$ cat config.mk
export PLATFORM = sky130hd
export DESIGN_NAME = control_unit_flat
export DESIGN_NICKNAME = d
export VERILOG_FILES = /design/src/rtl/cpu_pkg.sv /design/src/rtl/control_unit_if.sv /design/src/rtl/instr_decoder.sv /design/src/rtl/control_unit.sv /design/src/flat_wrapper.sv
export SDC_FILE = /design/constraint.sdc
export NUM_CORES = 1
export LEC_CHECK = 0
export CAP_MARGIN = 5
export CORE_MARGIN = 8
export CORE_UTILIZATION = 36
export CTS_BUF_LIST = sky130_fd_sc_hd__clkbuf_8
export CTS_CLUSTER_SIZE = 14
export DETAILED_ROUTE_END_ITERATION = 7
export GPL_TIMING_DRIVEN = 0
export PLACE_DENSITY = 0.67
export SLEW_MARGIN = 15
export SYNTH_ARGS = -nofsm -noshare
export SYNTH_HDL_FRONTEND = slang
export SYNTH_SLANG_ARGS = --single-unit
$ cat constraint.sdc
create_clock -name clk -period 2.9 [get_ports clk]
set_clock_uncertainty 0.2 [all_clocks]
set_input_delay 0.435 -clock clk [delete_from_list [all_inputs] [get_ports clk]]
set_output_delay 0.435 -clock clk [all_outputs]
set_load 0.01 [all_outputs]
$ cat src/rtl/cpu_pkg.sv
// Shared definitions for the control unit and ALU: opcodes, FSM states,
// instruction field positions, flag indices and the decoded-instruction record.
package cpu_pkg;

    localparam logic [4:0] OP_LDR  = 5'b00000;
    localparam logic [4:0] OP_STR  = 5'b00001;
    localparam logic [4:0] OP_ADD  = 5'b00010;
    localparam logic [4:0] OP_SUB  = 5'b00011;
    localparam logic [4:0] OP_MOV  = 5'b00100;
    localparam logic [4:0] OP_CMP  = 5'b00101;
    localparam logic [4:0] OP_AND  = 5'b01000;
    localparam logic [4:0] OP_ORR  = 5'b01001;
    localparam logic [4:0] OP_EOR  = 5'b01010;
    localparam logic [4:0] OP_MVN  = 5'b01011;
    localparam logic [4:0] OP_LSL  = 5'b01100;
    localparam logic [4:0] OP_LSR  = 5'b01101;
    localparam logic [4:0] OP_MUL  = 5'b10000;
    localparam logic [4:0] OP_B    = 5'b10001;
    localparam logic [4:0] OP_BEQ  = 5'b10010;
    localparam logic [4:0] OP_BNE  = 5'b10011;
    localparam logic [4:0] OP_BGT  = 5'b10100;
    localparam logic [4:0] OP_BLT  = 5'b10101;
    localparam logic [4:0] OP_HALT = 5'b11111;

    localparam int OPC_MSB  = 31;
    localparam int OPC_LSB  = 27;
    localparam int MODE_BIT = 26;
    localparam int RD_MSB   = 25;
    localparam int RD_LSB   = 23;
    localparam int RN_MSB   = 22;
    localparam int RN_LSB   = 20;
    localparam int IMM_MSB  = 19;
    localparam int IMM_LSB  = 0;

    localparam int FLAG_GT = 3;
    localparam int FLAG_LT = 2;
    localparam int FLAG_NE = 1;
    localparam int FLAG_EQ = 0;

    typedef enum logic [2:0] {
        S_FETCH,
        S_DECODE,
        S_EXECUTE,
        S_MEM,
        S_WB,
        S_HALT
    } state_t;

    typedef struct packed {
        logic [4:0]  opcode;
        logic [4:0]  alu_opcode;
        logic        mode;
        logic [2:0]  rd;
        logic [2:0]  ra;
        logic [2:0]  rb;
        logic [19:0] imm;
        logic        is_mem;
        logic        is_store;
        logic        is_branch;
        logic        is_cmp;
        logic        is_wb;
        logic        is_halt;
        logic        is_illegal;
    } decoded_t;

    // Conditional branches look only at the flags left by the last CMP.
    function automatic logic branch_taken(input logic [4:0] opcode, input logic [3:0] flags);
        case (opcode)
            OP_B:    return 1'b1;
            OP_BEQ:  return flags[FLAG_EQ];
            OP_BNE:  return flags[FLAG_NE];
            OP_BGT:  return flags[FLAG_GT];
            OP_BLT:  return flags[FLAG_LT];
            default: return 1'b0;
        endcase
    endfunction

endpackage

$ cat src/rtl/control_unit_if.sv
// Bus bundle between the control unit and instruction memory, data memory,
// register file and ALU. master = control unit, slave = surrounding datapath.
interface control_unit_if #(
    parameter int PC_WIDTH = 20
);
    logic                imem_req;
    logic [PC_WIDTH-1:0] imem_addr;
    logic                imem_valid;
    logic [31:0]         imem_rdata;

    logic [2:0]          ra_addr;
    logic [2:0]          rb_addr;
    logic [31:0]         reg_a_data;

    logic [4:0]          alu_opcode;
    logic                alu_addressing_mode;
    logic [19:0]         alu_immediate;
    logic [31:0]         alu_result;
    logic [3:0]          alu_cmp;

    logic                dmem_req;
    logic                dmem_we;
    logic [31:0]         dmem_addr;
    logic [31:0]         dmem_wdata;
    logic                dmem_ack;
    logic [31:0]         dmem_rdata;

    logic                rf_we;
    logic [2:0]          rf_waddr;
    logic [31:0]         rf_wdata;

    modport master (
        output imem_req, imem_addr, ra_addr, rb_addr,
        output alu_opcode, alu_addressing_mode, alu_immediate,
        output dmem_req, dmem_we, dmem_addr, dmem_wdata,
        output rf_we, rf_waddr, rf_wdata,
        input  imem_valid, imem_rdata, reg_a_data, alu_result, alu_cmp,
        input  dmem_ack, dmem_rdata
    );

    modport slave (
        input  imem_req, imem_addr, ra_addr, rb_addr,
        input  alu_opcode, alu_addressing_mode, alu_immediate,
        input  dmem_req, dmem_we, dmem_addr, dmem_wdata,
        input  rf_we, rf_waddr, rf_wdata,
        output imem_valid, imem_rdata, reg_a_data, alu_result, alu_cmp,
        output dmem_ack, dmem_rdata
    );

endinterface

$ cat src/rtl/instr_decoder.sv
// Combinational decode of the instruction register into ALU controls,
// register indices and instruction-class flags.
module instr_decoder
    import cpu_pkg::*;
(
    input  logic [31:0] ir,
    output decoded_t    dec
);

    logic [4:0]  opc;
    logic [2:0]  rd;
    logic [19:0] imm;

    assign opc = ir[OPC_MSB:OPC_LSB];
    assign rd  = ir[RD_MSB:RD_LSB];
    assign imm = ir[IMM_MSB:IMM_LSB];

    // CMP borrows SUB; branches and HALT keep the ALU on a harmless MOV.
    always_comb begin
        dec            = '0;
        dec.opcode     = opc;
        dec.alu_opcode = opc;
        dec.mode       = ir[MODE_BIT];
        dec.rd         = rd;
        dec.ra         = ir[RN_MSB:RN_LSB];
        dec.rb         = ir[MODE_BIT] ? imm[2:0] : 3'd0;
        dec.imm        = imm;
        case (opc)
            OP_LDR: dec.is_mem = 1'b1;
            OP_STR: begin
                dec.is_mem   = 1'b1;
                dec.is_store = 1'b1;
                dec.ra       = rd;
            end
            OP_ADD, OP_SUB, OP_MOV, OP_AND, OP_ORR, OP_EOR,
            OP_MVN, OP_LSL, OP_LSR, OP_MUL: dec.is_wb = 1'b1;
            OP_CMP: begin
                dec.is_cmp     = 1'b1;
                dec.alu_opcode = OP_SUB;
            end
            OP_B, OP_BEQ, OP_BNE, OP_BGT, OP_BLT: begin
                dec.is_branch  = 1'b1;
                dec.alu_opcode = OP_MOV;
            end
            OP_HALT: begin
                dec.is_halt    = 1'b1;
                dec.alu_opcode = OP_MOV;
            end
            default: dec.is_illegal = 1'b1;
        endcase
    end

endmodule

$ cat src/rtl/control_unit.sv
// Multi-cycle fetch/decode/execute sequencer driving the ALU, memories and register file.
// Optional macro CU_INSTRET_COUNTER_EN adds a 32-bit retired-instruction counter port.
module control_unit
    import cpu_pkg::*;
#(
    parameter int                  PC_WIDTH = 20,
    parameter logic [PC_WIDTH-1:0] RESET_PC = '0
) (
    input  logic                clk,
    input  logic                rst,
    control_unit_if.master      bus,
    output logic [PC_WIDTH-1:0] pc,
    output logic                halted,
    output logic                illegal
`ifdef CU_INSTRET_COUNTER_EN
    ,
    output logic [31:0]         instret
`endif
);

    state_t              state;
    logic [31:0]         ir;
    logic [3:0]          flags;
    decoded_t            dec;
    logic [PC_WIDTH-1:0] pc_inc;

    logic [2:0]          ra_q;
    logic [2:0]          rb_q;
    logic [4:0]          alu_op_q;
    logic                alu_mode_q;
    logic [19:0]         alu_imm_q;
    logic [31:0]         dmem_addr_q;
    logic [31:0]         dmem_wdata_q;
    logic [2:0]          rf_waddr_q;
    logic [31:0]         rf_wdata_q;
    logic                fetch_req;
    logic                mem_req;

    instr_decoder u_decoder (
        .ir  (ir),
        .dec (dec)
    );

    assign pc_inc = pc + PC_WIDTH'(1);

    // Requests are decoded from the state register but gated by rst so that
    // a reset drops them in the very cycle it is asserted.
    assign fetch_req = (state == S_FETCH) && !rst;
    assign mem_req   = (state == S_MEM) && !rst;

    assign bus.imem_req            = fetch_req;
    assign bus.imem_addr           = pc;
    assign bus.dmem_req            = mem_req;
    assign bus.dmem_we             = mem_req && dec.is_store;
    assign bus.rf_we               = (state == S_WB) && !rst;
    assign bus.ra_addr             = ra_q;
    assign bus.rb_addr             = rb_q;
    assign bus.alu_opcode          = alu_op_q;
    assign bus.alu_addressing_mode = alu_mode_q;
    assign bus.alu_immediate       = alu_imm_q;
    assign bus.dmem_addr           = dmem_addr_q;
    assign bus.dmem_wdata          = dmem_wdata_q;
    assign bus.rf_waddr            = rf_waddr_q;
    assign bus.rf_wdata            = rf_wdata_q;

    always_ff @(posedge clk) begin
        if (rst) begin
            state        <= S_FETCH;
            pc           <= RESET_PC;
            ir           <= '0;
            flags        <= '0;
            halted       <= 1'b0;
            illegal      <= 1'b0;
            ra_q         <= '0;
            rb_q         <= '0;
            alu_op_q     <= '0;
            alu_mode_q   <= 1'b0;
            alu_imm_q    <= '0;
            dmem_addr_q  <= '0;
            dmem_wdata_q <= '0;
            rf_waddr_q   <= '0;
            rf_wdata_q   <= '0;
        end else begin
            case (state)
                S_FETCH: begin
                    if (bus.imem_valid) begin
                        ir    <= bus.imem_rdata;
                        state <= S_DECODE;
                    end
                end
                S_DECODE: begin
                    ra_q       <= dec.ra;
                    rb_q       <= dec.rb;
                    alu_op_q   <= dec.alu_opcode;
                    alu_mode_q <= dec.mode;
                    alu_imm_q  <= dec.imm;
                    state      <= S_EXECUTE;
                end
                S_EXECUTE: begin
                    if (dec.is_illegal) begin
                        illegal <= 1'b1;
                        halted  <= 1'b1;
                        state   <= S_HALT;
                    end else if (dec.is_halt) begin
                        halted <= 1'b1;
                        state  <= S_HALT;
                    end else if (dec.is_mem) begin
                        dmem_addr_q  <= bus.alu_result;
                        dmem_wdata_q <= bus.reg_a_data;
                        state        <= S_MEM;
                    end else if (dec.is_cmp) begin
                        flags <= bus.alu_cmp;
                        pc    <= pc_inc;
                        state <= S_FETCH;
                    end else if (dec.is_branch) begin
                        pc    <= branch_taken(dec.opcode, flags) ? PC_WIDTH'(dec.imm) : pc_inc;
                        state <= S_FETCH;
                    end else if (dec.is_wb) begin
                        rf_waddr_q <= dec.rd;
                        rf_wdata_q <= bus.alu_result;
                        state      <= S_WB;
                    end else begin
                        illegal <= 1'b1;
                        halted  <= 1'b1;
                        state   <= S_HALT;
                    end
                end
                S_MEM: begin
                    if (bus.dmem_ack) begin
                        if (dec.is_store) begin
                            pc    <= pc_inc;
                            state <= S_FETCH;
                        end else begin
                            rf_waddr_q <= dec.rd;
                            rf_wdata_q <= bus.dmem_rdata;
                            state      <= S_WB;
                        end
                    end
                end
                S_WB: begin
                    pc    <= pc_inc;
                    state <= S_FETCH;
                end
                S_HALT: state <= S_HALT;
                default: state <= S_FETCH;
            endcase
        end
    end

`ifdef CU_INSTRET_COUNTER_EN
    logic retire;

    // An instruction retires on whichever transition hands control back to FETCH.
    assign retire = (state == S_WB)
                 || ((state == S_EXECUTE) && (dec.is_cmp || dec.is_branch))
                 || ((state == S_MEM) && bus.dmem_ack && dec.is_store);

    always_ff @(posedge clk) begin
        if (rst) begin
            instret <= '0;
        end else if (retire) begin
            instret <= instret + 32'd1;
        end
    end
`endif

endmodule

$ cat src/flat_wrapper.sv
// flat-port wrapper written by rule: the top's interface ports become plain ports
module control_unit_flat import cpu_pkg::*;
#(
    parameter int                  PC_WIDTH = 20,
    parameter logic [PC_WIDTH-1:0] RESET_PC = '0
)
  (clk, rst, pc, halted, illegal, bus_imem_req, bus_imem_addr, bus_ra_addr, bus_rb_addr, bus_alu_opcode, bus_alu_addressing_mode, bus_alu_immediate, bus_dmem_req, bus_dmem_we, bus_dmem_addr, bus_dmem_wdata, bus_rf_we, bus_rf_waddr, bus_rf_wdata, bus_imem_valid, bus_imem_rdata, bus_reg_a_data, bus_alu_result, bus_alu_cmp, bus_dmem_ack, bus_dmem_rdata);
  control_unit_if #(.PC_WIDTH(PC_WIDTH)) bus_i ();
  input  logic clk;
  input  logic rst;
  output logic [PC_WIDTH-1:0] pc;
  output logic halted;
  output logic illegal;
  output wire logic [$bits(bus_i.imem_req)-1:0] bus_imem_req;
  output wire logic [$bits(bus_i.imem_addr)-1:0] bus_imem_addr;
  output wire logic [$bits(bus_i.ra_addr)-1:0] bus_ra_addr;
  output wire logic [$bits(bus_i.rb_addr)-1:0] bus_rb_addr;
  output wire logic [$bits(bus_i.alu_opcode)-1:0] bus_alu_opcode;
  output wire logic [$bits(bus_i.alu_addressing_mode)-1:0] bus_alu_addressing_mode;
  output wire logic [$bits(bus_i.alu_immediate)-1:0] bus_alu_immediate;
  output wire logic [$bits(bus_i.dmem_req)-1:0] bus_dmem_req;
  output wire logic [$bits(bus_i.dmem_we)-1:0] bus_dmem_we;
  output wire logic [$bits(bus_i.dmem_addr)-1:0] bus_dmem_addr;
  output wire logic [$bits(bus_i.dmem_wdata)-1:0] bus_dmem_wdata;
  output wire logic [$bits(bus_i.rf_we)-1:0] bus_rf_we;
  output wire logic [$bits(bus_i.rf_waddr)-1:0] bus_rf_waddr;
  output wire logic [$bits(bus_i.rf_wdata)-1:0] bus_rf_wdata;
  input wire logic [$bits(bus_i.imem_valid)-1:0] bus_imem_valid;
  input wire logic [$bits(bus_i.imem_rdata)-1:0] bus_imem_rdata;
  input wire logic [$bits(bus_i.reg_a_data)-1:0] bus_reg_a_data;
  input wire logic [$bits(bus_i.alu_result)-1:0] bus_alu_result;
  input wire logic [$bits(bus_i.alu_cmp)-1:0] bus_alu_cmp;
  input wire logic [$bits(bus_i.dmem_ack)-1:0] bus_dmem_ack;
  input wire logic [$bits(bus_i.dmem_rdata)-1:0] bus_dmem_rdata;
  assign bus_imem_req = bus_i.imem_req;
  assign bus_imem_addr = bus_i.imem_addr;
  assign bus_ra_addr = bus_i.ra_addr;
  assign bus_rb_addr = bus_i.rb_addr;
  assign bus_alu_opcode = bus_i.alu_opcode;
  assign bus_alu_addressing_mode = bus_i.alu_addressing_mode;
  assign bus_alu_immediate = bus_i.alu_immediate;
  assign bus_dmem_req = bus_i.dmem_req;
  assign bus_dmem_we = bus_i.dmem_we;
  assign bus_dmem_addr = bus_i.dmem_addr;
  assign bus_dmem_wdata = bus_i.dmem_wdata;
  assign bus_rf_we = bus_i.rf_we;
  assign bus_rf_waddr = bus_i.rf_waddr;
  assign bus_rf_wdata = bus_i.rf_wdata;
  assign bus_i.imem_valid = bus_imem_valid;
  assign bus_i.imem_rdata = bus_imem_rdata;
  assign bus_i.reg_a_data = bus_reg_a_data;
  assign bus_i.alu_result = bus_alu_result;
  assign bus_i.alu_cmp = bus_alu_cmp;
  assign bus_i.dmem_ack = bus_dmem_ack;
  assign bus_i.dmem_rdata = bus_dmem_rdata;
  control_unit #(.PC_WIDTH(PC_WIDTH), .RESET_PC(RESET_PC)) u_core (.clk(clk), .rst(rst), .bus(bus_i), .pc(pc), .halted(halted), .illegal(illegal));
endmodule
# Word-level counts from Yosys, hierarchy flattened
# Cells that the tools add are included.
# word_totals
output_inout_bits	177
in_bits	136
mem_bits_ro	0
regBits	192
n_memories	0
latch_bits	0
ramBits	0
# classes
n_eq_ne	43
n_div	0
add_sub_neg	1
n_mux	62
magnitude_cmp	0
bitwise	2
n_mul	0
reduce_logical	22
n_shift	0
# ops
op	count
2-to-1 mux 32 bit	8
2-to-1 mux 20 bit	8
one-hot mux 32 bit (2 select lines)	1
one-hot mux 20 bit (3 select lines)	1
2-to-1 mux 3 bit	18
equality test 5 bit (second input constant)	7
equality test 5 x 4 -> 1 bit (second input constant)	6
!= test 2 bit (second input constant)	13
2-to-1 mux 1 bit	22
adder 20 x 1 -> 20 bit (second input constant)	1
OR reduction 19 bit	1
one-hot mux 3 bit (5 select lines)	1
!= test 3 bit (second input constant)	4
equality test 5 x 2 -> 1 bit (second input constant)	2
equality test 5 x 3 -> 1 bit (second input constant)	2
one-hot mux 5 bit (2 select lines)	1
AND reduction 5 bit	2
OR reduction 10 bit	1
AND reduction 9 bit	1
AND reduction 7 bit	1
equality test 3 x 2 -> 1 bit (second input constant)	2
equality test 3 bit (second input constant)	2
one-hot mux 3 bit (2 select lines)	1
AND reduction 6 bit	1
17 further kinds	23

# Logic depth before layout (Yosys ltp)
# logic_depth
ltp_word	17
ltp_mapped	9

# Cells and area by module
# From an unflattened synthesis, not the netlist that was laid out.
# unflattened
cells_unflattened	1041
hier_area_um2	8416.8
# by_module_without_submodules
mod	cells_each	area_per_inst_um2	instances	seq_area_each_um2
control_unit	968	7896.3	1	3843.7
instr_decoder	73	520.5	1	0.0

# Worst setup path before layout
# OpenSTA, ideal clock, no wires.
# synth_path
path_kind	register -> register
startpoint	register u_core.ir[29]
endpoint	register u_core.pc[11], in the netlist u_core.bus.imem_addr[11]
period_less_slack_ps	2268
path_stages_with_launch	8
path_buffers	2
arrival_ps	1949
setup_slack_ps	632
required_ps	2581
cell_sequence	dfxtp_1 buf_2 or3b_1 a311o_1 a21o_1 buf_6 mux2_4 o221a_1
# synth_via
elab_chain_len	16
# synth_rtl
item	line_no	source
start: declaration	control_unit.sv:22	logic [31:0] ir;
start signal: assignment	control_unit.sv:87	ir <= bus.imem_rdata;
equality test 5 bit	cpu_pkg.sv:68, instr_decoder.sv:28	
one-hot mux 1 bit (5 select lines)	cpu_pkg.sv:68	case (opcode)
2-to-1 mux 1 bit	control_unit.sv:115	end else if (dec.is_branch) begin
2-to-1 mux 1 bit	control_unit.sv:111	end else if (dec.is_cmp) begin
2-to-1 mux 1 bit	control_unit.sv:107	end else if (dec.is_mem) begin
2-to-1 mux 1 bit	control_unit.sv:104	end else if (dec.is_halt) begin
2-to-1 mux 1 bit	control_unit.sv:100	if (dec.is_illegal) begin
2-to-1 mux 1 bit	control_unit.sv:84	case (state)
2-to-1 mux 1 bit	control_unit.sv:67	if (rst) begin
2-to-1 mux 20 bit	control_unit.sv:116	pc <= branch_taken(dec.opcode, flags) ? PC_WIDTH'(dec.imm) : pc_inc;
2-to-1 mux 20 bit	control_unit.sv:115	
2-to-1 mux 20 bit	control_unit.sv:111	
2-to-1 mux 20 bit	control_unit.sv:107	
2-to-1 mux 20 bit	control_unit.sv:104	
2-to-1 mux 20 bit	control_unit.sv:100	
one-hot mux 20 bit (3 select lines)	control_unit.sv:84	
end signal: assignment	control_unit.sv:113	pc <= pc_inc;
end signal: assignment	control_unit.sv:116	
end signal: assignment	control_unit.sv:131	pc <= pc_inc;
end: declaration	control_unit.sv:12	output logic [PC_WIDTH-1:0] pc,
# Parallel ways exist; a longest one is shown, timed or not. The select of a mux whose other input is x is not followed.
# A chain may end at the register's enable or synchronous reset.

# Final worst setup path
# layout_path
startpoint	input port rst
endpoint	output port bus_rf_we
# layout_via
elab_chain_len	2
# layout_rtl
item	line_no	source
start: declaration	flat_wrapper.sv:10	input logic rst;
logical NOT 1 bit	control_unit.sv:55	assign bus.rf_we = (state == S_WB) && !rst;
logical AND 1 bit	control_unit.sv:55	
end: declaration	flat_wrapper.sv:25	output wire logic [$bits(bus_i.rf_we)-1:0] bus_rf_we;
# Every way passes these cells.

==> flow_summary.json <==
{
  "ios": 313,
  "final_core_util_pct": 53.2,
  "tightest_slew_ps": 963,
  "cp.arrival_ps": 2120,
  "grt_usage_pct": 21.6,
  "grt_max_degree": 17,
  "hp-start": "u_core.bus.rb_addr[2]$_SDFFE_PP0N_",
  "async_reset_ff_share_pct": 0,
  "regToRegEndpoint": "u_core.bus.imem_addr[3]$_SDFFE_PP0P_",
  "start_util_pct": 36.1,
  "slowest_delay_ps": 490,
  "crit_end": "bus_rf_we",
  "die_y_um": 169,
  "powerDensity_nw_per_um2": 520,
  "synthesis.area_sq_um": 8380,
  "relSlewSlack_pct": 34.9,
  "critPathLaunchType": "input port",
  "synth_edf_count": 0,
  "gp_congestion": 0.881,
  "dr.first_iter.drc_count": 671,
  "ctsLongestPathBuffers": 2,
  "dr.pass1.iters": 5,
  "status": "completed",
  "worstSkewPairLatency_ps": 470,
  "cts_sinks": 192,
  "core-area_sq_um": 23200,
  "grt_first_pass_wirelength_mm": 48.0,
  "timing.rr.start": "u_core.ir[30]$_SDFFE_PP0P_",
  "crit_slowest_cell": "clkdlybuf4s50_1",
  "first_global_vias": 8189,
  "max_freq_ghz": 0.363,
  "drt_wl_total_mm": 32.2,
  "grt.overflow.total": 0,
  "crit_required_ps": 2270,
  "maxCapViolCount": 0,
  "rsz0062_at_grt": "no",
  "ys_seq_area_share_pct": 45.9,
  "place_area_sq_um": 11900,
  "ir_worst_vdd_mv": 0.264,
  "critPathMaxFanout": 10,
  "nets": 1515,
  "period_needed_ps": 2750,
  "holdBufCountCts": 0,
  "clockRootBuffer": "clkbuf_8",
  "wl_per_cell_um": 18.8,
  "numCtsBuffers": 17,
  "synth_cells": 1047,
  "period_share_pct": 94.9,
  "clkTransAtPathRegs_ps": 90,
  "dpl.hpwl_mm": 25.0,
  "hold_viol": 0,
  "antenna_found_initial": 1,
  "htreeDepth": 4,
  "synthFlopType": "dfxtp_1",
  "areaGrowthSynthToFinish_pct": 47.3,
  "end_kind": "output pin",
  "hold_path.class": "flop to flop",
  "finalPower_w": 0.00642,
  "viasPerCell": 5.06,
  "worst-r2r-setup-slack_ps": 190,
  "fin_area_sq_um": 12300,
  "ys_ff_latch": 192,
  "synth_fp_nets": 1184,
  "io_buffers": 312,
  "yosysWarnings": 0,
  "die_x_um": 169,
  "ant_nets": 0,
  "rr_worst_depth": 7,
  "critPathKind": "input port to output pin",
  "ys_types": 61,
  "cp-startpoint": "rst",
  "total_leakage_power_nw": 4.30,
  "num_vias": 8654,
  "fp.dieArea_sq_um": 28400,
  "cts_tree": "done",
  "row_count": 56,
  "drv_slew": 0,
  "setup_viol": 0,
  "avgSynthCellArea_sq_um": 8.00,
  "crit_path_cell_trace": "clkdlybuf4s50_1 > clkbuf_2 > buf_2 > nor4b_1 > dlygate4sd2_1",
  "drc": 0,
  "drive_gt1_share_pct": 8.85
}
cells in the mapped netlist (3+ instances only):
cell	number	area, sq um
nand2_1	321	1200
dfxtp_1	192	3840
a21oi_1	144	721
clkbuf_1	67	251
nor3_1	41	205
nor2_1	37	139
a311oi_2	30	450
buf_4	21	158
mux2i_1	18	180
nand3_1	17	85.1
inv_1	16	60.1
o21ai_0	14	70.1
buf_2	10	50.1
nand4_1	9	56.3
o32ai_1	8	70.1
a311oi_1	6	52.6
and3_1	6	37.5
buf_6	5	56.3
nor2b_1	5	31.3
nor4b_1	5	43.8
a31o_2	4	35.0
buf_1	4	15.0
a211oi_1	3	22.5
a21o_1	3	22.5
a221oi_1	3	26.3
and2_1	3	18.8
and4_1	3	26.3
nor4_1	3	18.8
o221ai_1	3	26.3
o22ai_1	3	18.8
or2_2	3	18.8
or4b_2	3	30.0
cell type report:
type	count	area (sq um)
Antenna cell	1	2.50
Buffer	106	543
Clock buffer	19	262
Clock inverter	12	156
Fill cell	2201	10800
Inverter	16	60.1
Multi-Input combinational cell	732	3950
Sequential cell	192	3840
Tap cell	319	399
Timing Repair Buffer	313	3130
cells by family (layout without fill, tap and decap cells):
kind of cell    Yosys count  in the layout  synth area share [%]
fa+ha+maj                 1              1                 0.149
buf+inv                 123            466                  7.05
compound gates          238            238                  19.8
other cells               0              1                     0
mux                      22             22                  2.73
simple gates            470            470                  24.2
flops                   192            192                  45.9
xor+xnor                  1              1                 0.105
per-layer routing:
layer	share of wire (%)	routed length, um	GRT usage [%]
met1	43	13800	26.8
met5	0	0	0
met2	48	15600	36.1
met4	2.8	899	7.88
met3	5.8	1880	4.87
cell usage in the layout, fill, tap and decap left out, types with 3 or more instances in the layout:
cell             instances
nand2_1                321
clkdlybuf4s50_1        308
dfxtp_1                192
a21oi_1                144
clkbuf_1                59
nor3_1                  41
nor2_1                  36
a311oi_2                30
buf_4                   22
clkbuf_8                19
mux2i_1                 18
nand3_1                 17
inv_1                   16
o21ai_0                 14
buf_2                   12
nand4_1                  9
o32ai_1                  8
and3_1                   6
a311oi_1                 6
clkbuf_2                 5
nor4b_1                  5
buf_6                    5
nor2b_1                  5
a31o_2                   4
clkinv_2                 4
dlygate4sd2_1            4
nor4_1                   3
and2_1                   3
a21o_1                   3
a211oi_1                 3
o221ai_1                 3
a221oi_1                 3
or4b_2                   3
or2_2                    3
and4_1                   3
bufinv_16                3
inv_6                    3
through the flow:
step	std cells	hold WS (ps)	TNS, ps	worst slack, ps
4_1_cts	1710	256	0	29.1
3_5_place_dp	1678	245	-3500	-475
6_report	1710	255	0	147
2_1_floorplan	1047	237	0	632
3_3_place_gp	1678	239	-2540	-444
5_1_grt	1710	271	0	6.94
registers in the layout (all words and copies together), names as in the netlist, 4 cells and up:
register,flops
u_core.bus.rf_wdata,32
u_core.bus.dmem_addr,32
u_core.bus.imem_addr,20
u_core.ir,32
u_core.flags,4
u_core.bus.alu_opcode,5
u_core.bus.dmem_wdata,32
u_core.bus.alu_immediate,20
worst min path at each step:
stage                                                       end  slack (ps)  cells after the start
after floorplan                      u_core.ir[20]$_SDFFE_PP0P_         240                      2
after global placement    u_core.bus.alu_opcode[0]$_SDFFE_PP0N_         240                      2
after detailed placement     u_core.bus.rb_addr[2]$_SDFFE_PP0N_         240                      2
after CTS                    u_core.bus.rb_addr[2]$_SDFFE_PP0N_         260                      2
after global routing         u_core.bus.rb_addr[2]$_SDFFE_PP0N_         270                      2
final                        u_core.bus.rb_addr[2]$_SDFFE_PP0N_         250                      2
critical path: cells and delay by family:
family / cells / cell delay, ps
buffers and inverters: 4 / 1380
and+or+nand+nor: 1 / 290
what timing repair did:
action,in CTS,in global routing
buffers inserted,1,0
resized for setup,15,2
setup endpoints to repair,4,79
where the power goes:
part / total, W / switching, W / internal (W)
clock network: 0.00191 / 0.00100 / 0.000905
logic: 0.00154 / 0.000831 / 0.000708
registers: 0.00297 / 0.000140 / 0.00283
total: 0.00642 / 0.00197 / 0.00444
Note: power is estimated with default switching activity, not from simulation.
